--- src/rtl/stepmania_pkg.sv ---
// stepmania_pkg -- shared constants and types for the arrow scheduler.
//   NLANES           : number of player lanes (one key / receptor each)
//   DEF_*            : default geometry and timing, used as module defaults
//   sched_state_t    : sweep FSM encoding (IDLE, UPDATE, DONE)
//   lane_left()      : left pixel column of a lane
//   in_span()        : half-open range test [lo, lo+size) on 11-bit values
package stepmania_pkg;

    localparam int NLANES         = 4;

    localparam int DEF_NSLOTS     = 8;
    localparam int DEF_SPEED      = 2;
    localparam int DEF_SPAWN_Y    = 448;
    localparam int DEF_RECEPTOR_Y = 64;
    localparam int DEF_WINDOW     = 16;
    localparam int DEF_LANE_X0    = 240;
    localparam int DEF_LANE_PITCH = 40;
    localparam int DEF_ARROW_SIZE = 32;

    typedef enum logic [1:0] {
        IDLE   = 2'd0,
        UPDATE = 2'd1,
        DONE   = 2'd2
    } sched_state_t;

    // Positions are 10-bit; the extra bit keeps "x + size" from wrapping.
    function automatic logic [10:0] lane_left(input logic [1:0] lane,
                                              input int x0,
                                              input int pitch);
        return 11'(x0) + 11'(lane) * 11'(pitch);
    endfunction

    function automatic logic in_span(input logic [10:0] p,
                                     input logic [10:0] lo,
                                     input int size);
        return (p >= lo) && (p < lo + 11'(size));
    endfunction

endpackage

--- src/rtl/arrow_scheduler_if.sv ---
// arrow_scheduler_if -- spawn request channel from the chart reader.
//   spawn_valid : request present
//   spawn_lane  : lane of the requested arrow
//   spawn_ready : scheduler can take a request this cycle
// Handshake: a spawn transfers on a rising clock edge where
// spawn_valid && spawn_ready. spawn_ready never depends on spawn_valid;
// spawn_lane must be stable while spawn_valid is high. A request that is
// not accepted is simply not taken; the requester decides whether to hold.
interface arrow_scheduler_if;
    logic       spawn_valid;
    logic [1:0] spawn_lane;
    logic       spawn_ready;

    modport master (output spawn_valid, output spawn_lane, input spawn_ready);
    modport slave  (input spawn_valid, input spawn_lane, output spawn_ready);
endinterface

--- src/rtl/arrow_hit_tester.sv ---
// arrow_hit_tester -- does one arrow slot cover the current pixel?
//   slot_valid/slot_lane/slot_y : the slot under test
//   draw_x, draw_y              : current pixel
//   hit                         : pixel lies inside the slot's arrow body
module arrow_hit_tester
    import stepmania_pkg::*;
#(
    parameter int LANE_X0    = DEF_LANE_X0,
    parameter int LANE_PITCH = DEF_LANE_PITCH,
    parameter int ARROW_SIZE = DEF_ARROW_SIZE
) (
    input  logic       slot_valid,
    input  logic [1:0] slot_lane,
    input  logic [9:0] slot_y,
    input  logic [9:0] draw_x,
    input  logic [9:0] draw_y,
    output logic       hit
);

    logic [10:0] x0;

    assign x0  = lane_left(slot_lane, LANE_X0, LANE_PITCH);
    assign hit = slot_valid
              && in_span({1'b0, draw_x}, x0, ARROW_SIZE)
              && in_span({1'b0, draw_y}, {1'b0, slot_y}, ARROW_SIZE);

endmodule

--- src/rtl/arrow_scheduler.sv ---
// arrow_scheduler -- moves falling arrows once per frame and judges presses.
//   Clk, Reset_n   : clock, synchronous active-low reset
//   frame_tick     : one-cycle pulse per video frame, starts a slot sweep
//   spawn          : spawn channel (valid/lane/ready), slave side
//   key            : per-lane buttons, level, already synchronised
//   DrawX, DrawY   : current pixel
//   display_arrow  : per-lane arrow body under the current pixel
//   is_receptor    : per-lane pressed receptor under the current pixel
//   hit_pulse, miss_pulse, judge_lane : registered one-cycle judgements
//   state_dbg      : current sweep state
module arrow_scheduler
    import stepmania_pkg::*;
#(
    parameter int NSLOTS     = DEF_NSLOTS,
    parameter int SPEED      = DEF_SPEED,
    parameter int SPAWN_Y    = DEF_SPAWN_Y,
    parameter int RECEPTOR_Y = DEF_RECEPTOR_Y,
    parameter int WINDOW     = DEF_WINDOW,
    parameter int LANE_X0    = DEF_LANE_X0,
    parameter int LANE_PITCH = DEF_LANE_PITCH,
    parameter int ARROW_SIZE = DEF_ARROW_SIZE
) (
    input  logic                Clk,
    input  logic                Reset_n,
    input  logic                frame_tick,
    arrow_scheduler_if.slave    spawn,
    input  logic [NLANES-1:0]   key,
    input  logic [9:0]          DrawX,
    input  logic [9:0]          DrawY,
    output logic [NLANES-1:0]   display_arrow,
    output logic [NLANES-1:0]   is_receptor,
    output logic                hit_pulse,
    output logic                miss_pulse,
    output logic [1:0]          judge_lane,
    output sched_state_t        state_dbg
);

    localparam int IW = (NSLOTS > 1) ? $clog2(NSLOTS) : 1;
    localparam logic [IW-1:0] LAST_IDX = IW'(NSLOTS - 1);

    // Below this the arrow cannot reach the window bottom on the next move,
    // so it is judged a miss now; this also keeps y >= SPEED before subtract.
    localparam logic [10:0] MISS_TH = 11'(RECEPTOR_Y - WINDOW + SPEED);
    localparam logic [10:0] WIN_HI  = 11'(RECEPTOR_Y + WINDOW);

    sched_state_t            state, state_next;
    logic [IW-1:0]           idx;
    logic                    pending_tick;

    logic [NSLOTS-1:0]       slot_valid;
    logic [1:0]              slot_lane [NSLOTS];
    logic [9:0]              slot_y    [NSLOTS];
    logic [NSLOTS-1:0]       slot_hit;

    logic [NLANES-1:0]       key_prev;
    logic [NLANES-1:0]       key_rise;
    logic [NLANES-1:0]       press_pending;
    logic [NLANES-1:0]       hit_clear;

    logic                    free_any;
    logic [IW-1:0]           free_idx;
    logic                    spawn_fire;

    logic                    cur_valid;
    logic [1:0]              cur_lane;
    logic [9:0]              cur_y;
    logic [10:0]             cur_y_ext;
    logic                    in_window;
    logic                    do_hit, do_miss, do_move;

    assign state_dbg = state;

    // Lowest-index free slot.
    always_comb begin
        free_any = 1'b0;
        free_idx = '0;
        for (int s = NSLOTS - 1; s >= 0; s--) begin
            if (!slot_valid[s]) begin
                free_any = 1'b1;
                free_idx = IW'(s);
            end
        end
    end

    assign spawn.spawn_ready = (state == IDLE) && free_any;
    assign spawn_fire        = spawn.spawn_valid && spawn.spawn_ready;

    always_comb begin
        state_next = state;
        case (state)
            IDLE:    if (frame_tick || pending_tick) state_next = UPDATE;
            UPDATE:  if (idx == LAST_IDX) state_next = DONE;
            DONE:    state_next = IDLE;
            default: state_next = IDLE;
        endcase
    end

    // Judgement of the slot visited this cycle. Hit outranks miss.
    assign cur_valid = slot_valid[idx];
    assign cur_lane  = slot_lane[idx];
    assign cur_y     = slot_y[idx];
    assign cur_y_ext = {1'b0, cur_y};
    assign in_window = (cur_y_ext + 11'(WINDOW) >= 11'(RECEPTOR_Y))
                    && (cur_y_ext <= WIN_HI);

    always_comb begin
        do_hit    = 1'b0;
        do_miss   = 1'b0;
        do_move   = 1'b0;
        hit_clear = '0;
        if (state == UPDATE && cur_valid) begin
            if (press_pending[cur_lane] && in_window) begin
                do_hit              = 1'b1;
                hit_clear[cur_lane] = 1'b1;
            end else if (cur_y_ext < MISS_TH) begin
                do_miss = 1'b1;
            end else begin
                do_move = 1'b1;
            end
        end
    end

    assign key_rise = key & ~key_prev;

    always_ff @(posedge Clk) begin
        if (!Reset_n) begin
            state         <= IDLE;
            idx           <= '0;
            pending_tick  <= 1'b0;
            key_prev      <= '0;
            press_pending <= '0;
            hit_pulse     <= 1'b0;
            miss_pulse    <= 1'b0;
            judge_lane    <= '0;
            slot_valid    <= '0;
            for (int s = 0; s < NSLOTS; s++) begin
                slot_lane[s] <= '0;
                slot_y[s]    <= '0;
            end
        end else begin
            state <= state_next;
            idx   <= (state == UPDATE) ? idx + 1'b1 : '0;

            // One-deep memory for a tick that lands while a sweep is running.
            if (state == IDLE && state_next == UPDATE)
                pending_tick <= 1'b0;
            else if (frame_tick && state != IDLE)
                pending_tick <= 1'b1;

            // A press is good for one sweep only; unused presses expire in DONE.
            key_prev      <= key;
            press_pending <= ((state == DONE) ? '0 : (press_pending & ~hit_clear))
                           | key_rise;

            hit_pulse  <= do_hit;
            miss_pulse <= do_miss;
            if (do_hit || do_miss)
                judge_lane <= cur_lane;

            // Spawns only happen in IDLE, sweep writes only in UPDATE.
            if (spawn_fire) begin
                slot_valid[free_idx] <= 1'b1;
                slot_lane[free_idx]  <= spawn.spawn_lane;
                slot_y[free_idx]     <= 10'(SPAWN_Y);
            end
            if (do_hit || do_miss)
                slot_valid[idx] <= 1'b0;
            if (do_move)
                slot_y[idx] <= cur_y - 10'(SPEED);
        end
    end

    // Per-pixel drawing.
    for (genvar s = 0; s < NSLOTS; s++) begin : g_slot
        arrow_hit_tester #(
            .LANE_X0    (LANE_X0),
            .LANE_PITCH (LANE_PITCH),
            .ARROW_SIZE (ARROW_SIZE)
        ) u_tester (
            .slot_valid (slot_valid[s]),
            .slot_lane  (slot_lane[s]),
            .slot_y     (slot_y[s]),
            .draw_x     (DrawX),
            .draw_y     (DrawY),
            .hit        (slot_hit[s])
        );
    end

    always_comb begin
        display_arrow = '0;
        for (int s = 0; s < NSLOTS; s++) begin
            if (slot_hit[s])
                display_arrow[slot_lane[s]] = 1'b1;
        end
    end

    always_comb begin
        is_receptor = '0;
        for (int i = 0; i < NLANES; i++) begin
            is_receptor[i] = key[i]
                && in_span({1'b0, DrawX}, lane_left(2'(i), LANE_X0, LANE_PITCH), ARROW_SIZE)
                && in_span({1'b0, DrawY}, 11'(RECEPTOR_Y), ARROW_SIZE);
        end
    end

endmodule

--- src/flat_wrapper.sv ---
// flat-port wrapper written by rule: the top's interface ports become plain ports
module arrow_scheduler_flat import stepmania_pkg::*;
#(
    parameter int NSLOTS     = DEF_NSLOTS,
    parameter int SPEED      = DEF_SPEED,
    parameter int SPAWN_Y    = DEF_SPAWN_Y,
    parameter int RECEPTOR_Y = DEF_RECEPTOR_Y,
    parameter int WINDOW     = DEF_WINDOW,
    parameter int LANE_X0    = DEF_LANE_X0,
    parameter int LANE_PITCH = DEF_LANE_PITCH,
    parameter int ARROW_SIZE = DEF_ARROW_SIZE
)
  (Clk, Reset_n, frame_tick, key, DrawX, DrawY, display_arrow, is_receptor, hit_pulse, miss_pulse, judge_lane, state_dbg, spawn_spawn_valid, spawn_spawn_lane, spawn_spawn_ready);
  arrow_scheduler_if spawn_i ();
  input  logic Clk;
  input  logic Reset_n;
  input  logic frame_tick;
  input  logic [NLANES-1:0] key;
  input  logic [9:0] DrawX;
  input  logic [9:0] DrawY;
  output logic [NLANES-1:0] display_arrow;
  output logic [NLANES-1:0] is_receptor;
  output logic hit_pulse;
  output logic miss_pulse;
  output logic [1:0] judge_lane;
  output sched_state_t state_dbg;
  input wire logic [$bits(spawn_i.spawn_valid)-1:0] spawn_spawn_valid;
  input wire logic [$bits(spawn_i.spawn_lane)-1:0] spawn_spawn_lane;
  output wire logic [$bits(spawn_i.spawn_ready)-1:0] spawn_spawn_ready;
  assign spawn_i.spawn_valid = spawn_spawn_valid;
  assign spawn_i.spawn_lane = spawn_spawn_lane;
  assign spawn_spawn_ready = spawn_i.spawn_ready;
  arrow_scheduler #(.NSLOTS(NSLOTS), .SPEED(SPEED), .SPAWN_Y(SPAWN_Y), .RECEPTOR_Y(RECEPTOR_Y), .WINDOW(WINDOW), .LANE_X0(LANE_X0), .LANE_PITCH(LANE_PITCH), .ARROW_SIZE(ARROW_SIZE)) u_core (.Clk(Clk), .Reset_n(Reset_n), .frame_tick(frame_tick), .spawn(spawn_i), .key(key), .DrawX(DrawX), .DrawY(DrawY), .display_arrow(display_arrow), .is_receptor(is_receptor), .hit_pulse(hit_pulse), .miss_pulse(miss_pulse), .judge_lane(judge_lane), .state_dbg(state_dbg));
endmodule
--- config.mk ---
export PLATFORM = sky130hd
export DESIGN_NAME = arrow_scheduler_flat
export DESIGN_NICKNAME = d
export VERILOG_FILES = /design/src/rtl/stepmania_pkg.sv /design/src/rtl/arrow_scheduler_if.sv /design/src/rtl/arrow_hit_tester.sv /design/src/rtl/arrow_scheduler.sv /design/src/flat_wrapper.sv
export SDC_FILE = /design/constraint.sdc
export NUM_CORES = 1
export LEC_CHECK = 0
export ABC_AREA = 1
export ABC_CLOCK_PERIOD_IN_PS = 3800
export BUFFER_PORTS_ARGS = -buffer_cell sky130_fd_sc_hd__buf_2
export CORE_MARGIN = 8
export CORE_UTILIZATION = 60
export CTS_CLUSTER_DIAMETER = 50
export DETAILED_ROUTE_END_ITERATION = 10
export PLACE_DENSITY = 0.78
export SLEW_MARGIN = 30
export SYNTH_ARGS = -nofsm -noshare
export SYNTH_HDL_FRONTEND = slang
export SYNTH_SLANG_ARGS = --single-unit
--- constraint.sdc ---
create_clock -name Clk -period 3.8 [get_ports Clk]
set_input_delay 0.76 -clock Clk [delete_from_list [all_inputs] [get_ports Clk]]
set_output_delay 0.76 -clock Clk [all_outputs]
set_load 0.02 [all_outputs]
## Yosys cells after proc, flatten, opt, wreduce, memory -nomap -nowiden

Memories as Yosys holds them, arrays and structs flattened. A register that Yosys moved wholly into a read port is not among the register bits.
Cells that the tools add are included.
W data, S select, Z words.

| operators by class | value |
|---|---|
| order comparisons | 67 |
| muxes and demuxes | 85 |
| $mul | 8 |
| bitwise logic cells | 16 |
| reduce and logical (&&, ||, !) cells | 72 |
| equal/unequal tests | 4 |
| $add $sub $neg | 27 |

Operator list:

| kind | number |
|---|---|
| $add A10 B6 Y11 const B | 8 |
| $lt A10 B11 Y1 | 8 |
| $add A9 B6 Y10 const B | 8 |
| $ge A10 B10 Y1 | 8 |
| $ge A10 B9 Y1 | 8 |
| $lt A10 B10 Y1 | 8 |
| $add A8 B8 Y9 const A | 8 |
| $logic_and A1 B1 Y1 | 63 |
| $mux W4 | 11 |
| $lt A10 B9 Y1 const B | 4 |
| $mul A2 B3 Y5 const B | 8 |
| $mux W1 | 39 |
| $mux W3 | 13 |
| $or A4 B4 Y4 | 8 |
| $ge A10 B9 Y1 const B | 3 |
| $lt A2 B3 Y1 const B | 9 |
| $mux W8 | 3 |
| $mux W10 | 2 |
| $reduce_or A10 Y1 | 2 |
| $demux W1 S2 | 9 |
| $ge A2 B1 Y1 const B | 9 |
| $add A10 B5 Y11 const B | 1 |
| $ge A11 B7 Y1 const B | 1 |
| $ge A10 B7 Y1 const B | 1 |
| other kinds (27) | 37 |

| word-level totals | value |
|---|---|
| register bits after elaboration | 26 |
| RAM bits | 96 |
| memories | 2 |
| logic and storage cells | 290 |
| output and inout bits | 15 |
| bits of input ports | 30 |

Memories:

| name | depth | width | read ports | clocked after Yosys merged registers in | wr ports | line | RTL |
|---|---|---|---|---|---|---|---|
| u_core.slot_y | 8 | 10 | 9 | 1 | 8 | arrow_scheduler.sv:52 | `logic [9:0] slot_y [NSLOTS];` |
| u_core.slot_lane | 8 | 2 | 9 | 1 | 8 | arrow_scheduler.sv:51 | `logic [1:0] slot_lane [NSLOTS];` |

## Logic depth before layout (Yosys ltp)

Gate-level depths: netlist of the first run.
An unclocked memory read counts as a cell.

| depth | value |
|---|---|
| word-level depth | 23 |
| gate-level depth with buffers | 23 |
| gate-level depth less buffers | 20 |

## Cells and area by module

Synthesis of the first run repeated with hierarchy kept, for this count alone.

| unflattened totals | value |
|---|---|
| cells, all modules | 1965 |
| area, all modules | 13456.7 µm² |

Modules (own cells, without submodules):

| module | sequential area each (µm²) | instances | area an instance (µm²) | cells each |
|---|---|---|---|---|
| arrow_hit_tester | 0.0 | 8 | 870.8 | 144 |
| arrow_scheduler | 3403.3 | 1 | 6490.0 | 813 |

## Worst setup path after synthesis of the first run

OpenSTA, ideal clock, no wires.

| timing | value |
|---|---|
| path kind | input port to output port |
| start | in DrawX[8] |
| end | out is_receptor[1] |
| stages on the path | 7 |
| setup slack | 0.760 ns |
| path buffers | 1 |
| required time | 3.040 ns |
| arrival | 2.280 ns |
| path through | clkbuf_1 > inv_1 > nor2_1 > inv_1 > nor2_1 > inv_1 > nor4_1 |

| on the way | value |
|---|---|
| longest elaborated chain between the ends | 4 |
| elaborated cells on any way between the ends | 5 |
| those cells by class | order compare (2); reduce/logical (3) |

RTL lines:

| item | line | RTL |
|---|---|---|
| start, declared | flat_wrapper.sv:19 | `input logic [9:0] DrawX;` |
| $ge A10 B9 Y1 or $lt A10 B9 Y1 (tied branches) | stepmania_pkg.sv:36 | `return (p >= lo) && (p < lo + 11'(size));` |
| $logic_and A1 B1 Y1 (*) | stepmania_pkg.sv:36 |  |
| $logic_and A1 B1 Y1 (*) | arrow_scheduler.sv:201 | `&& in_span({1'b0, DrawX}, lane_left(2'(i), LANE_X0, LANE_PITCH), ARROW_SIZE)` |
| $logic_and A1 B1 Y1 (*) | arrow_scheduler.sv:202 | `&& in_span({1'b0, DrawY}, 11'(RECEPTOR_Y), ARROW_SIZE);` |
| end, declared | flat_wrapper.sv:22 | `output logic [NLANES-1:0] is_receptor;` |

Every way passes the cells marked *; elsewhere a longest branch is shown, timed or not.

==> impl_summary.txt, run 1 <==
----------------------------------------------------
[Outcome]
  Outcome ... complete, no violations

[STA]
  Final setup fails ... 0
  Transition time of the tightest slew-check pin ... roughly 0.62 ns
  Crit path setup slack, layout ... 0.0626 ns
  Max-Slew Margin vs Limit ... 0.584
  WHS ... between 0.4 and 0.5 ns
  Setup repair after global routing missed its margin ... yes
  Min Clock Period, post-route ... 3.74 ns
  Number of endpoints with negative hold slack in the final report ... 0
  Fmax achieved ... 268 MHz
  Share of the clock period used by the worst path after layout ... 0.984
  Clk_skew ... between 0.007 and 0.008 ns
  Final max-slew violation count ... 0

[Global routing]
  Global-route wire length before repair ... 60.0 mm
  Global-route usage over all layers ... 0.279
  Largest net degree at the start of global routing ... 42
  Total global routing overflow ... 0
  Number of antenna violations at the first check in global routing ... 0
  Number of global-route vias before repair ... 12,209

[Clock network]
  Maximum buffer depth of the clock tree ... 2
  Clk pin slew, worst setup/hold paths ... 0.06 ns
  CTS tree ... built
  Number of buffers created by CTS ... 17
  Worst-skew pair later-pin latency ... 0.43 ns
  Max H-tree Level ... 4
  Clock root buffer master ... clkbuf_16
  Clock sink count ... 122

[Yosys]
  Number of flip-flops and latches in the synthesized netlist ... between 100 and 150
  Combinational family with the most area after synthesis ... simple AND/OR/NAND/NOR gates
  Unique masters post-synth ... 45
  Post-synthesis instance total ... 1,814
  Netlist area before placement ... 13,300 sq um
  Portion of netlist area occupied by mux cells ... 0
  Post-synthesis average cell area ... 7.30 sq um
  Share of the synthesized netlist area taken by xor and xnor gates ... 0.0145
  Arithmetic-cell share of the synthesized area counting full adders, half adders and majority gates ... 0.258
  Yosys Warn Count ... 0
  Compound-gate portion of the synthesized area ... 0.104
  Sequential-to-total area share from yosys stat ... 0.257
  Simple logic cell fraction of the synthesized area ... 0.280

[Routing]
  Via density per instance ... 5.80
  Total number of vias ... 12,875
  Met3 wire length ... 3.32 mm
  Number of design-rule violations left by the first detailed-router iteration ... about 1,200
  DRC violations left ... 0
  First-pass iteration count of the detailed router ... 8
  Wl on met1 ... roughly 16 mm
  Max layer used ... met4
  Average wire per standard cell ... 17.2 um
  Met2 wire len ... about 17 mm
  Total length of routed wires ... between 30 and 40 mm
  Remaining number of nets flagged by the antenna check after routing ... 0

[Power]
  Net Sw Frac ... 0.333
  Fraction of power consumed by combinational cells ... 0.273
  Worst IR drop on VDD ... 0.346 mV
  Clock network power share ... 0.359
  Sequential cell fraction of total power ... 0.368
  Net load switching power ... 1400 uW
  Leakage dissipation ... roughly 0.0074 uW
  Pint ... 2810 uW
  Total power per unit cell area ... roughly 280 nW/um^2

[Finish]
  Final #Nets ... 2,231
  Filler cell count in the final layout ... ~1,800
  Area Growth Syn to Fin ... 12.7%
  Cell Count, Final, Fillers Out ... around 2,200
  Diode count ... 0
  Proportion of layout cells with a drive suffix above 1 ... 0.119
  Post-Layout Inst Area ... 14,900 sq um

[Floorplanning]
  Number of rows in the core area ... between 50 and 60
  Height of the die ... 165 um
  Chip Width ... between 150 and 200 um
  Starting utilization of the core area ... 0.609
  Die area ... approximately 27,000 sq um
  Ports placed on the boundary ... 45
  Area inside the core boundary ... 21,800 sq um

[Worst setup path]
  Cells traversed along the worst timing path ... inv_2 -> ha_1 -> inv_1 -> ha_1 -> a21oi_1 -> nand2_1 -> a211oi_1 -> o21ai_2 -> nor2_2 -> nand3_1 -> nand2_1 -> nor2_1 -> nand2_1 -> buf_4
  Worst Setup Start Kind ... flop
  Crit-path max cell delay ... between 0.5 and 0.6 ns
  Most used cell, CP ... nand2_1
  Max Fanout on Critical Path ... 6
  Kind of capture point of the worst setup path ... output pin
  Setup CP Type ... reg -> out
  Required time of the critical path ... a little over 3 ns
  Worst-path cell with the longest stage delay ... edfxtp_1
  Arrival time reported for the critical path endpoint ... ~3.0 ns

[Place]
  Final weighted congestion in routability-driven placement ... ~0.95
  Cell area reported after detailed placement ... around 14,000 sq um
  HPWL Detailed ... around 29 mm
  Post-placement worst setup slack ... 0.117 ns
  Number of cells after detailed placement ... 2,162
  Count of buffers inserted at the top-level ports ... 44

[Run]
  Number of max-cap violations ... 0

[Hold path]
  Worst hold path class ... reg -> reg

----------------------------------------------------
registers in the layout (all words and copies together), names as in the netlist:
register,flops
u_core.miss_pulse,1
u_core.judge_lane,2
u_core.hit_pulse,1
u_core.pending_tick,1
u_core.key_prev,4
u_core.idx,3
u_core.state_dbg,2
u_core.slot_valid,8
u_core.press_pending,4
u_core.slot_y,80
u_core.slot_lane,16
worst paths after layout:
path / startpoint / endpoint / slack, ns / cells after the start
min reg2reg: u_core.key_prev[2]$_SDFF_PN0_ / u_core.press_pending[2]$_SDFF_PN0_ / 0.43 / 1
max reg2reg: u_core.idx[0]$_SDFF_PN0_ / u_core.slot_y[5][2]$_SDFFCE_PN0P_ / 0.41 / 20
max: u_core.slot_lane[5][0]$_SDFFCE_PN0P_ / display_arrow[1] / 0.06 / 14
min: u_core.key_prev[2]$_SDFF_PN0_ / u_core.press_pending[2]$_SDFF_PN0_ / 0.43 / 1
metrics by stage:
| stage | setup TNS [ns] | power (uW) | util |
|---|---|---|---|
| 3_5_place_dp | 0 | 2660 | 0.646 |
| 2_1_floorplan | 0 | 2310 | - |
| 5_1_grt | -0.0841 | 4420 | 0.686 |
| 4_1_cts | 0 | 4160 | 0.671 |
| 3_3_place_gp | 0 | 2620 | 0.646 |
| 6_report | 0 | 4210 | 0.686 |
area by class of cell:
type	count	area [sq um]	area share
clock inverters	13	90.1	0.00604
repair buffers	129	916	0.0614
flip-flops and latches	122	3400	0.228
inverters	235	882	0.0591
clock buffers	19	464	0.0311
well taps	280	350	0.0235
multi-input cells	1423	8820	0.591
placed cells by master, fill, tap and decap left out, types with 4 or more instances in the layout:
cell type and instances:
nand2_1 443, ha_1 265, nor2_1 224, inv_1 220
nand3_1 104, a21oi_1 103, edfxtp_1 96, buf_4 83
o21ai_0 45, buf_2 39, nand4_1 31, dfxtp_1 25
nor2_2 21, nor4_1 20, clkbuf_16 18, o21ai_1 17
inv_2 14, xor2_1 14, a211oi_1 13, nor3_1 12
o31ai_1 10, a31oi_1 9, nand2_2 9, xnor2_1 8
o21bai_1 8, o2111ai_1 8, or2_2 7, a21o_1 7
o22ai_1 6, conb_1 6, ha_2 5, nor3b_1 4
clkinv_2 4
synth_stat cells, drive strengths merged:
library cell	number	area share
o311ai	2	0.0013
o31a	3	0.0020
o31ai	10	0.0057
inv	234	0.066
o22ai	6	0.0028
buf	28	0.017
nor3b	4	0.0023
conb	1	0.00028
nand3	106	0.041
a21oi	104	0.040
nand3b	2	0.0011
o21bai	8	0.0045
o211a	1	0.00076
nor4	20	0.0094
a41oi	1	0.00066
a211oi	13	0.0074
edfxtp	96	0.22
o2111ai	8	0.0053
a31oi	9	0.0042
clkinv	1	0.00028
a22oi	1	0.00057
dfxtp	26	0.039
nor2	246	0.072
a21boi	1	0.00057
nor3	15	0.0060
ha	273	0.26
or2	7	0.0033
nand2	452	0.13
or3b	1	0.00066
xnor2	8	0.0053
o21ai	64	0.024
clkbuf	11	0.0031
a21o	7	0.0040
nand4	31	0.015
xor2	14	0.0093
critical path: cells and delay by family (launching register included):
family	cells	cell delay (ns)
adders and majority gates	2	0.61
AOI/OAI and AO/OA	3	0.61
and+or+nand+nor	6	0.54
DFF	1	0.51
buffers and inverters	3	0.29
power groups by stage:
stage	sequential, uW	combinational [uW]	clock, uW
floorplan	1560	743	0
global placement	1570	1050	0
detailed placement	1580	1080	0
CTS	1550	1090	1520
global route	1560	1290	1570
finish	1550	1150	1510
metal layers:
layer | GRT usage | vias to the layer above
met4 | 0.0962 | 0
li1 | - | 6282
met1 | 0.370 | 5928
met3 | 0.0429 | 95
met2 | 0.455 | 570
met5 | 0 | -
cells by family after synthesis:
kind of cell             count (synthesis)
XOR/XNOR                                22
flip-flops                             122
AO/OA/AOI/OAI                          238
other                                    1
AND/OR/NAND/NOR                        884
adder cells (fa/ha/maj)                273
buffers and inverters                  274
repair_timing:
item,4_1_cts,5_1_grt
pin swaps,2,19
setup buffers,0,28
gates resized for setup,3,49
hold buffers,0,0
endpoints found under the setup margin,4,4
(Power assumes the default switching activity.)
==> inputs of run 2 (changes only) <==
--- a/config.mk
+++ b/config.mk
@@ -5,14 +5,14 @@
 export SDC_FILE = /design/constraint.sdc
 export NUM_CORES = 1
 export LEC_CHECK = 0
-export ABC_AREA = 1
 export ABC_CLOCK_PERIOD_IN_PS = 3800
 export BUFFER_PORTS_ARGS = -buffer_cell sky130_fd_sc_hd__buf_2
+export CAP_MARGIN = 5
 export CORE_MARGIN = 8
 export CORE_UTILIZATION = 60
 export CTS_CLUSTER_DIAMETER = 50
 export DETAILED_ROUTE_END_ITERATION = 10
-export PLACE_DENSITY = 0.78
+export PLACE_DENSITY = 0.79
 export SLEW_MARGIN = 30
 export SYNTH_ARGS = -nofsm -noshare
 export SYNTH_HDL_FRONTEND = slang
==> impl_summary.txt, run 2 <==
----------------------------------------------------
[STA]
  Min Clock Period, post-route ... 4.08 ns (+0.342 ns)
  Transition time of the tightest slew-check pin ... 0.643 ns (+0.0200 ns)
  Final max-slew violation count ... 0 (unchanged)
  Share of the clock period used by the worst path after layout ... 1.07 (+0.0900)
  Final setup fails ... 4 (+4)
  Number of endpoints with negative hold slack in the final report ... 0 (unchanged)
  Crit path setup slack, layout ... -0.280 ns (-0.342 ns)
  Max-Slew Margin vs Limit ... 0.568 (-0.0166)
  Fmax achieved ... 245 MHz (-8.4%)
  Clk_skew ... 0.0119 ns (+0.00400 ns)
  WHS ... 0.429 ns (+0.00213 ns)
  Setup repair after global routing missed its margin ... yes

[Clock network]
  Clock sink count ... 122 (unchanged)
  Clk pin slew, worst setup/hold paths ... 0.07 ns (about the same)
  Worst-skew pair later-pin latency ... 0.43 ns (about the same)
  Maximum buffer depth of the clock tree ... 2 (unchanged)
  Max H-tree Level ... 4 (unchanged)
  Clock root buffer master ... clkbuf_16
  CTS tree ... built
  Number of buffers created by CTS ... 17 (unchanged)
  Count of hold-fix buffers inserted at cts ... 0 (unchanged)

[Place]
  Final weighted congestion in routability-driven placement ... 0.963 (+0.88%)
  Count of buffers inserted at the top-level ports ... 44 (unchanged)
  Number of cells after detailed placement ... 1,767 (-18%)
  Cell area reported after detailed placement ... 14,000 sq um (-0.39%)
  HPWL Detailed ... 30.7 mm (+6.3%)

[Run]
  Number of max-cap violations ... 0 (unchanged)

[Finish]
  Commonest cells after routing, fill and taps aside ... 257 x ha_1, 169 x buf_4, 145 x inv_1
  Most flop-heavy register ... u_core.slot_y
  Final #Nets ... 1,847 (-17%)
  Post-Layout Inst Area ... 15,400 sq um (+3.0%)
  Number of flip-flops in the largest register ... 80 (unchanged)
  Cell Count, Final, Fillers Out ... 1,827 (-18%)
  Proportion of layout cells with a drive suffix above 1 ... 0.229 (+0.110)
  Largest registers ... u_core.slot_y (80), u_core.slot_lane (16), u_core.slot_valid (8)
  Area Growth Syn to Fin ... 23.6%
  Diode count ... 0 (unchanged)
  Most common cell after layout, fill and taps aside ... ha_1

[Routing]
  Number of design-rule violations left by the first detailed-router iteration ... 1,500 (+21%)
  First-pass iteration count of the detailed router ... 7 (-1)
  Average wire per standard cell ... 22.4 um (+30%)
  Total length of routed wires ... 40.9 mm (+7.2%)
  Via density per instance ... 6.41 (+11%)
  Remaining number of nets flagged by the antenna check after routing ... 0 (unchanged)
  DRC violations left ... 0 (unchanged)
  Total number of vias ... 11,704 (-9.1%)

[Global routing]
  Total global routing overflow ... 0 (unchanged)
  Largest net degree at the start of global routing ... 34 (-19%)
  Number of global-route vias before repair ... 11,577 (-5.2%)
  Global-route wire length before repair ... 63.2 mm (+5.4%)
  Number of antenna violations at the first check in global routing ... 0 (unchanged)
  Global-route usage over all layers ... 0.311 (+0.0321)

[Worst setup path]
  Number of cell instances on the worst register-to-register path ... 13 (-35%)
  Kind of capture point of the worst setup path ... output pin
  Setup CP Type ... reg -> out
  WP buf/inv ... 3 (unchanged)
  Kind of cell adding the most delay to the critical path ... simple AND/OR/NAND/NOR gates
  Worst Setup Start Kind ... flop
  Required time of the critical path ... 3.04 ns (about the same)
  CP Depth ... 14 (unchanged)
  Most used cell, CP ... buf_4
  Arrival time reported for the critical path endpoint ... 3.32 ns (+0.34 ns)
  Worst-path cell with the longest stage delay ... edfxtp_1
  Crit-path max cell delay ... 0.37 ns (-0.14 ns)
  Max Fanout on Critical Path ... 4 (-2)
  Cells traversed along the worst timing path ... ha_2 -> buf_4 -> nand3_1 -> xnor2_2 -> ha_4 -> o21ai_4 -> a2111oi_4 -> buf_4 -> o22ai_4 -> nand4b_1 -> o22ai_2 -> nor4bb_2 -> o211ai_1 -> buf_4

[Power]
  Leakage dissipation ... 0.00682 uW (-7.8%)
  Worst IR drop on VDD ... 0.339 mV (-2.1%)
  Total power per unit cell area ... 290 nW/um^2 (+2.9%)

[Yosys]
  Number of enable-type register cells in the synthesized netlist ... 96 (unchanged)
  Unique masters post-synth ... 74 (+64%)
  Share of the synthesized area in the top cell type ... 0.275 (+0.0168)
  Number of flip-flops and latches in the synthesized netlist ... 122 (unchanged)
  FFs w/ async S/R, synth ... 0 (unchanged)
  Yosys Warn Count ... 0 (unchanged)
  Top cells by area in the synthesized netlist ... ha_1 27%, edfxtp_1 23%, inv_1 4.7%
  Sequential-to-total area share from yosys stat ... 0.274 (+0.0168)
  Most frequently used flop master after synthesis ... edfxtp_1
  Most frequent cell after synthesis ... ha_1
  Top cell types by occurrence after synthesis ... 273 x ha_1, 157 x inv_1, 123 x nor2_1
  Yosys top cell by area ... ha_1
  Post-synthesis average cell area ... 9.30 sq um (+27%)
  Post-synthesis instance total ... 1,338 (-26%)
  Netlist area before placement ... 12,400 sq um (-6.1%)

[Floorplanning]
  Height of the die ... 160 um (-2.8%)
  Ports placed on the boundary ... 45 (unchanged)
  Number of rows in the core area ... 52 (-3.7%)
  Area inside the core boundary ... 20,300 sq um (-6.7%)
  Chip Width ... 160 um (-2.8%)
  Starting utilization of the core area ... 0.613 (+0.00369)
  Die area ... 25,600 sq um (-5.5%)

[Outcome]
  Outcome ... complete, but fails checks
  Violated checks ... setup timing

[Hold path]
  Cell count of the worst hold path ... 1 (unchanged)
  Worst hold path class ... reg -> reg

----------------------------------------------------
==> run 2: cell count changes after synthesis, sizes merged, moves of 16 or more <==
| cell | previous run | this run |
|---|---|---|
| o211ai | 0 | 17 |
| nand4 | 31 | 11 |
| nand2 | 452 | 78 |
| and2 | 0 | 17 |
| nand3 | 106 | 29 |
| mux4 | 0 | 16 |
| nor2b | 0 | 32 |
| a21oi | 104 | 49 |
| o21a | 0 | 24 |
| nand2b | 0 | 27 |
| xnor2 | 8 | 32 |
| inv | 234 | 157 |
| nor2 | 246 | 123 |
==> run 2: logic make-up (layout without fill, tap and decap cells) <==
| family | after synthesis | count (layout) | synth area share |
|---|---|---|---|
| buffers and inverters | 194 | 408 | 0.0639 |
| other | 1 | 6 | 0.000301 |
| flip-flops | 122 | 122 | 0.274 |
| XOR/XNOR | 33 | 33 | 0.0232 |
| adder cells (fa/ha/maj) | 273 | 273 | 0.275 |
| AND/OR/NAND/NOR | 397 | 397 | 0.161 |
| AO/OA/AOI/OAI | 282 | 282 | 0.158 |
| multiplexers | 36 | 36 | 0.0460 |
==> run 2: layer usage <==
metal	vias up	global-route usage	wire length, um	part of all wire
met5	-	0	0	0
met4	0	0.158	2250	0.055
met3	171	0.0591	4690	0.11
met2	768	0.491	18000	0.44
met1	5478	0.400	16000	0.39
li1	5287	-	-	-
==> run 2: final timing paths <==
path                                                         from                                 end  slack [ns]
worst max-delay path            u_core.slot_y[5][6]$_SDFFCE_PN0P_                    display_arrow[0]       -0.28
worst min-delay path                u_core.key_prev[3]$_SDFF_PN0_  u_core.press_pending[3]$_SDFF_PN0_        0.43
worst min register to register      u_core.key_prev[3]$_SDFF_PN0_  u_core.press_pending[3]$_SDFF_PN0_        0.43
worst max register to register           u_core.idx[1]$_SDFF_PN0_   u_core.slot_y[3][9]$_SDFFCE_PN0P_        0.15
==> run 2: repair_timing <==
| action | CTS | global route |
|---|---|---|
| setup endpoints to repair | 26 | 90 |
| pin swaps | 42 | 22 |
| resized for setup | 85 | 33 |
| buffers inserted | 23 | 6 |
==> run 2: power by group <==
group / internal, uW / switching [uW]
logic: 528 / 664
clock network: 1050 / 659
registers: 1490 / 66.9
total: 3070 / 1390
==> run 2: worst reg2reg max path, stage by stage (launching register included) <==
cell and delay (ns):
dfxtp_4 0.47, buf_4 0.24, mux2_2 0.35, a22oi_1 0.23, buf_4 0.18, mux2_2 0.32, a2111oi_0 0.40, buf_4 0.20
a221o_1 0.12, buf_4 0.16, a21o_1 0.20, a31oi_2 0.15, nand2_1 0.14, buf_4 0.19
==> run 2: final cells by class <==
cell class | instances | area (sq um)
Sequential cell | 122 | 3410
Timing Repair Buffer | 218 | 1640
Tap cell | 270 | 338
Inverter | 158 | 593
Multi-Input combinational cell | 1027 | 8780
Clock inverter | 14 | 188
Clock buffer | 18 | 429
Fill cell | 1323 | 4920
==> run 2: stage by stage <==
stage | worst slack (ns) | power, uW | setup TNS, ns | utilization
3_5_place_dp | -0.601 | 2630 | -2.30 | 0.689
6_report | -0.280 | 4460 | -0.998 | 0.758
2_1_floorplan | 0.0381 | 2190 | 0 | -
4_1_cts | -0.106 | 4370 | -0.393 | 0.746
5_1_grt | -0.379 | 4620 | -1.44 | 0.758
3_3_place_gp | -0.926 | 2580 | -3.62 | 0.689
==> inputs of run 3 (changes only) <==
--- a/config.mk
+++ b/config.mk
@@ -5,7 +5,7 @@
 export SDC_FILE = /design/constraint.sdc
 export NUM_CORES = 1
 export LEC_CHECK = 0
-export ABC_CLOCK_PERIOD_IN_PS = 3800
+export ABC_CLOCK_PERIOD_IN_PS = 4500
 export BUFFER_PORTS_ARGS = -buffer_cell sky130_fd_sc_hd__buf_2
 export CAP_MARGIN = 5
 export CORE_MARGIN = 8
==> constraint.sdc (replaced) <==
create_clock -name Clk -period 4.5 [get_ports Clk]
set_input_delay 0.9 -clock Clk [delete_from_list [all_inputs] [get_ports Clk]]
set_output_delay 0.9 -clock Clk [all_outputs]
set_load 0.02 [all_outputs]
==> impl_summary.txt, run 3 (synthesis gave the netlist of run 2 again) <==
----------------------------------------------------
[Worst setup path]
  Arrival time reported for the critical path endpoint ... 3.57 ns (+0.25 ns)
  Reg2reg setup slack ... 0.24 ns (+0.09 ns)
  Most used cell, CP ... buf_2
  Setup CP Type ... in -> out
  Kind of capture point of the worst setup path ... output pin
  Worst Setup Start Kind ... input pin
  Cells traversed along the worst timing path ... buf_2 -> ha_1 -> a211o_1 -> a2111oi_1 -> a32o_1 -> nor3_1 -> nor4bb_1 -> o211ai_1 -> buf_2
  WP buf/inv ... 2 (-1)
  Kind of cell adding the most delay to the critical path ... compound AO/OA/AOI/OAI gates
  Required time of the critical path ... 3.60 ns (+0.56 ns)
  Crit-path max cell delay ... 0.53 ns (+0.16 ns)
  Startpoint of the lowest-slack register-to-register path ... u_core.idx[1]$_SDFF_PN0_
  Endpoint of the worst register-to-register path ... u_core.slot_y[4][7]$_SDFFCE_PN0P_
  Worst-path cell with the longest stage delay ... a2111oi_1
  Number of cell instances on the worst register-to-register path ... 11 (-2)
  Max Fanout on Critical Path ... 14 (+10)

[STA]
  Min Clock Period, post-route ... 4.47 ns
  Transition time of the tightest slew-check pin ... 0.684 ns (+0.0402 ns)
  Final setup fails ... 0 (-4)
  Clk_skew ... 0.00748 ns (-0.00441 ns)
  Crit path setup slack, layout ... 0.0299 ns (+0.309 ns)
  Fmax achieved ... 224 MHz
  Share of the clock period used by the worst path after layout ... 0.993
  Setup repair after global routing missed its margin ... no
  Final max-slew violation count ... 0 (unchanged)
  Max-Slew Margin vs Limit ... 0.542 (-0.0262)
  Number of endpoints with negative hold slack in the final report ... 0 (unchanged)

[Finish]
  Storage element area ... 3410 sq um (-0.15%)
  Area Growth Syn to Fin ... 11.1%
  Diode count ... 0 (unchanged)
  Area taken by multi-input logic gates ... 8290 sq um (-5.6%)
  Share of the core filled with cells ... 0.681 (-0.0766)
  Filler cell count in the final layout ... 1,604 (+21%)
  Most flop-heavy register ... u_core.slot_y
  Largest registers ... u_core.slot_y (80), u_core.slot_lane (16), u_core.slot_valid (8)
  Post-Layout Inst Area ... 13,800 sq um (-10%)
  Commonest cells after routing, fill and taps aside ... 273 x ha_1, 157 x inv_1, 123 x nor2_1
  Proportion of layout cells with a drive suffix above 1 ... 0.110 (-0.118)
  Number of flip-flops in the largest register ... 80 (unchanged)
  Final #Nets ... 1,725 (-6.6%)
  Most common cell after layout, fill and taps aside ... ha_1
  Cell Count, Final, Fillers Out ... 1,703 (-6.8%)

[Global routing]
  Global-route usage over all layers ... 0.290 (-0.0210)
  Met3 GRT Util ... 0.0604 (+0.00129)
  Most utilized layer in the global route result ... met2
  Number of global-route vias before repair ... 10,724 (-7.4%)
  Number of antenna violations at the first check in global routing ... 0 (unchanged)
  Largest net degree at the start of global routing ... 34 (unchanged)
  Global-route wire length before repair ... 58.7 mm (-7.2%)
  Met2 GRT Util ... 0.478 (-0.0131)
  Total global routing overflow ... 0 (unchanged)
  Met1 Usage GRT ... 0.369 (-0.0311)

[Floorplanning]
  Number of rows in the core area ... 52 (unchanged)
  Die area ... 25,600 sq um (unchanged)
  Area inside the core boundary ... 20,300 sq um (unchanged)
  Starting utilization of the core area ... 0.613 (unchanged)
  Height of the die ... 160 um (unchanged)
  Ports placed on the boundary ... 45 (unchanged)
  Chip Width ... 160 um (unchanged)

[Power]
  Total power per unit cell area ... 256 nW/um^2 (-12%)
  Total chip power ... 3530 uW (-21%)
  Worst IR drop on VDD ... 0.384 mV (+13%)
  Leakage dissipation ... 0.00609 uW (-11%)

[Clock network]
  Worst-skew pair later-pin latency ... 0.42 ns (about the same)
  CTS tree ... built
  Count of hold-fix buffers inserted at cts ... 0 (unchanged)
  Post-CTS setup-driven buffer insertion count ... 0 (-100%)
  Clock sink count ... 122 (unchanged)
  Max H-tree Level ... 4 (unchanged)
  Clk pin slew, worst setup/hold paths ... 0.05 ns (-0.02 ns)
  Number of buffers created by CTS ... 17 (unchanged)
  Clock root buffer master ... clkbuf_16
  Maximum buffer depth of the clock tree ... 2 (unchanged)

[Place]
  Post-placement worst setup slack ... -0.00720 ns (+0.594 ns)
  Cell area reported after detailed placement ... 13,200 sq um (-5.6%)
  HPWL Detailed ... 29.9 mm (-2.7%)
  Final weighted congestion in routability-driven placement ... 0.984 (+2.1%)
  Count of buffers inserted at the top-level ports ... 44 (unchanged)
  Number of cells after detailed placement ... 1,673 (-5.3%)

[Routing]
  Via density per instance ... 6.42 (+0.23%)
  DRC violations left ... 0 (unchanged)
  Total length of routed wires ... 38.0 mm (-7.1%)
  Total number of vias ... 10,935 (-6.6%)
  Remaining number of nets flagged by the antenna check after routing ... 0 (unchanged)
  Number of design-rule violations left by the first detailed-router iteration ... 1,268 (-15%)
  First-pass iteration count of the detailed router ... 6 (-1)
  Average wire per standard cell ... 22.3 um (-0.38%)

[Run]
  Number of max-cap violations ... 0 (unchanged)

[Hold path]
  Worst hold path class ... reg -> reg
  Cell count of the worst hold path ... 1 (unchanged)
  Start point of the worst hold path ... u_core.key_prev[3]$_SDFF_PN0_
  Hold Crit Endpoint ... u_core.press_pending[3]$_SDFF_PN0_

[Outcome]
  Outcome ... complete, no violations

----------------------------------------------------
[run 3: cell types whose count changed in the layout (fill, tap and decap cells not counted), moves of 6 or more]
cell,previous run,this run
buf_4,169,52
ha_1,257,273
inv_1,145,157
inv_2,12,0
ha_4,10,0
o21ai_0,42,50
buf_12,7,0
clkinv_4,6,0
ha_2,6,0
[run 3: per-layer routing]
layer,share of wire,vias to the layer above
met2,0.46,645
li1,-,5028
met3,0.11,111
met5,0,-
met4,0.033,0
met1,0.40,5151
[run 3: worst reg2reg max path, cell delays in order (launching register included)]
cell and delay [ns]:
dfxtp_2 0.55, buf_4 0.27, mux2_2 0.36, a22oi_1 0.44
mux2_2 0.39, a2111oi_0 0.43, buf_4 0.20, a221o_1 0.29
a31o_2 0.33, buf_4 0.21, and2_1 0.42, nor2_1 0.10
[run 3: what timing repair did]
| item | CTS | global route |
|---|---|---|
| pin swaps | 0 | 0 |
| endpoints found under the setup margin | 4 | 4 |
| gates cloned | 0 | 0 |
| resized for setup | 2 | 4 |
[run 3: per-stage QoR]
stage,setup TNS (ns),hold WS [ns]
after global placement,0,0.413
after detailed placement,-0.00720,0.427
after floorplan,0,0.408
after CTS,0,0.441
after global routing,0,0.445
final,0,0.433
[run 3: worst max-delay path by stage]
stage,from,endpoint,slack (ns),cells past startpoint
after detailed placement,DrawY[9],display_arrow[1],-0.007,9
after CTS,DrawX[3],display_arrow[3],0.09,12
after global placement,DrawY[9],display_arrow[0],0.02,9
after global routing,u_core.slot_y[5][6]$_SDFFCE_PN0P_,display_arrow[1],0.01,12
final,DrawY[9],display_arrow[1],0.03,9
after floorplan,DrawX[3],display_arrow[0],0.51,10
[run 3: where the power goes]
group          switching, uW  internal, uW
Sequential              74.7          1260
Clock                    472           909
Combinational            474           339
[run 3: cell type report]
cell class                      count  share of cell area
Timing Repair Buffer               96              0.0442
Multi-Input combinational cell   1027               0.600
Clock buffer                       19              0.0313
Inverter                          158              0.0429
Sequential cell                   122               0.246
Tap cell                          270              0.0244
Clock inverter                     11              0.0111
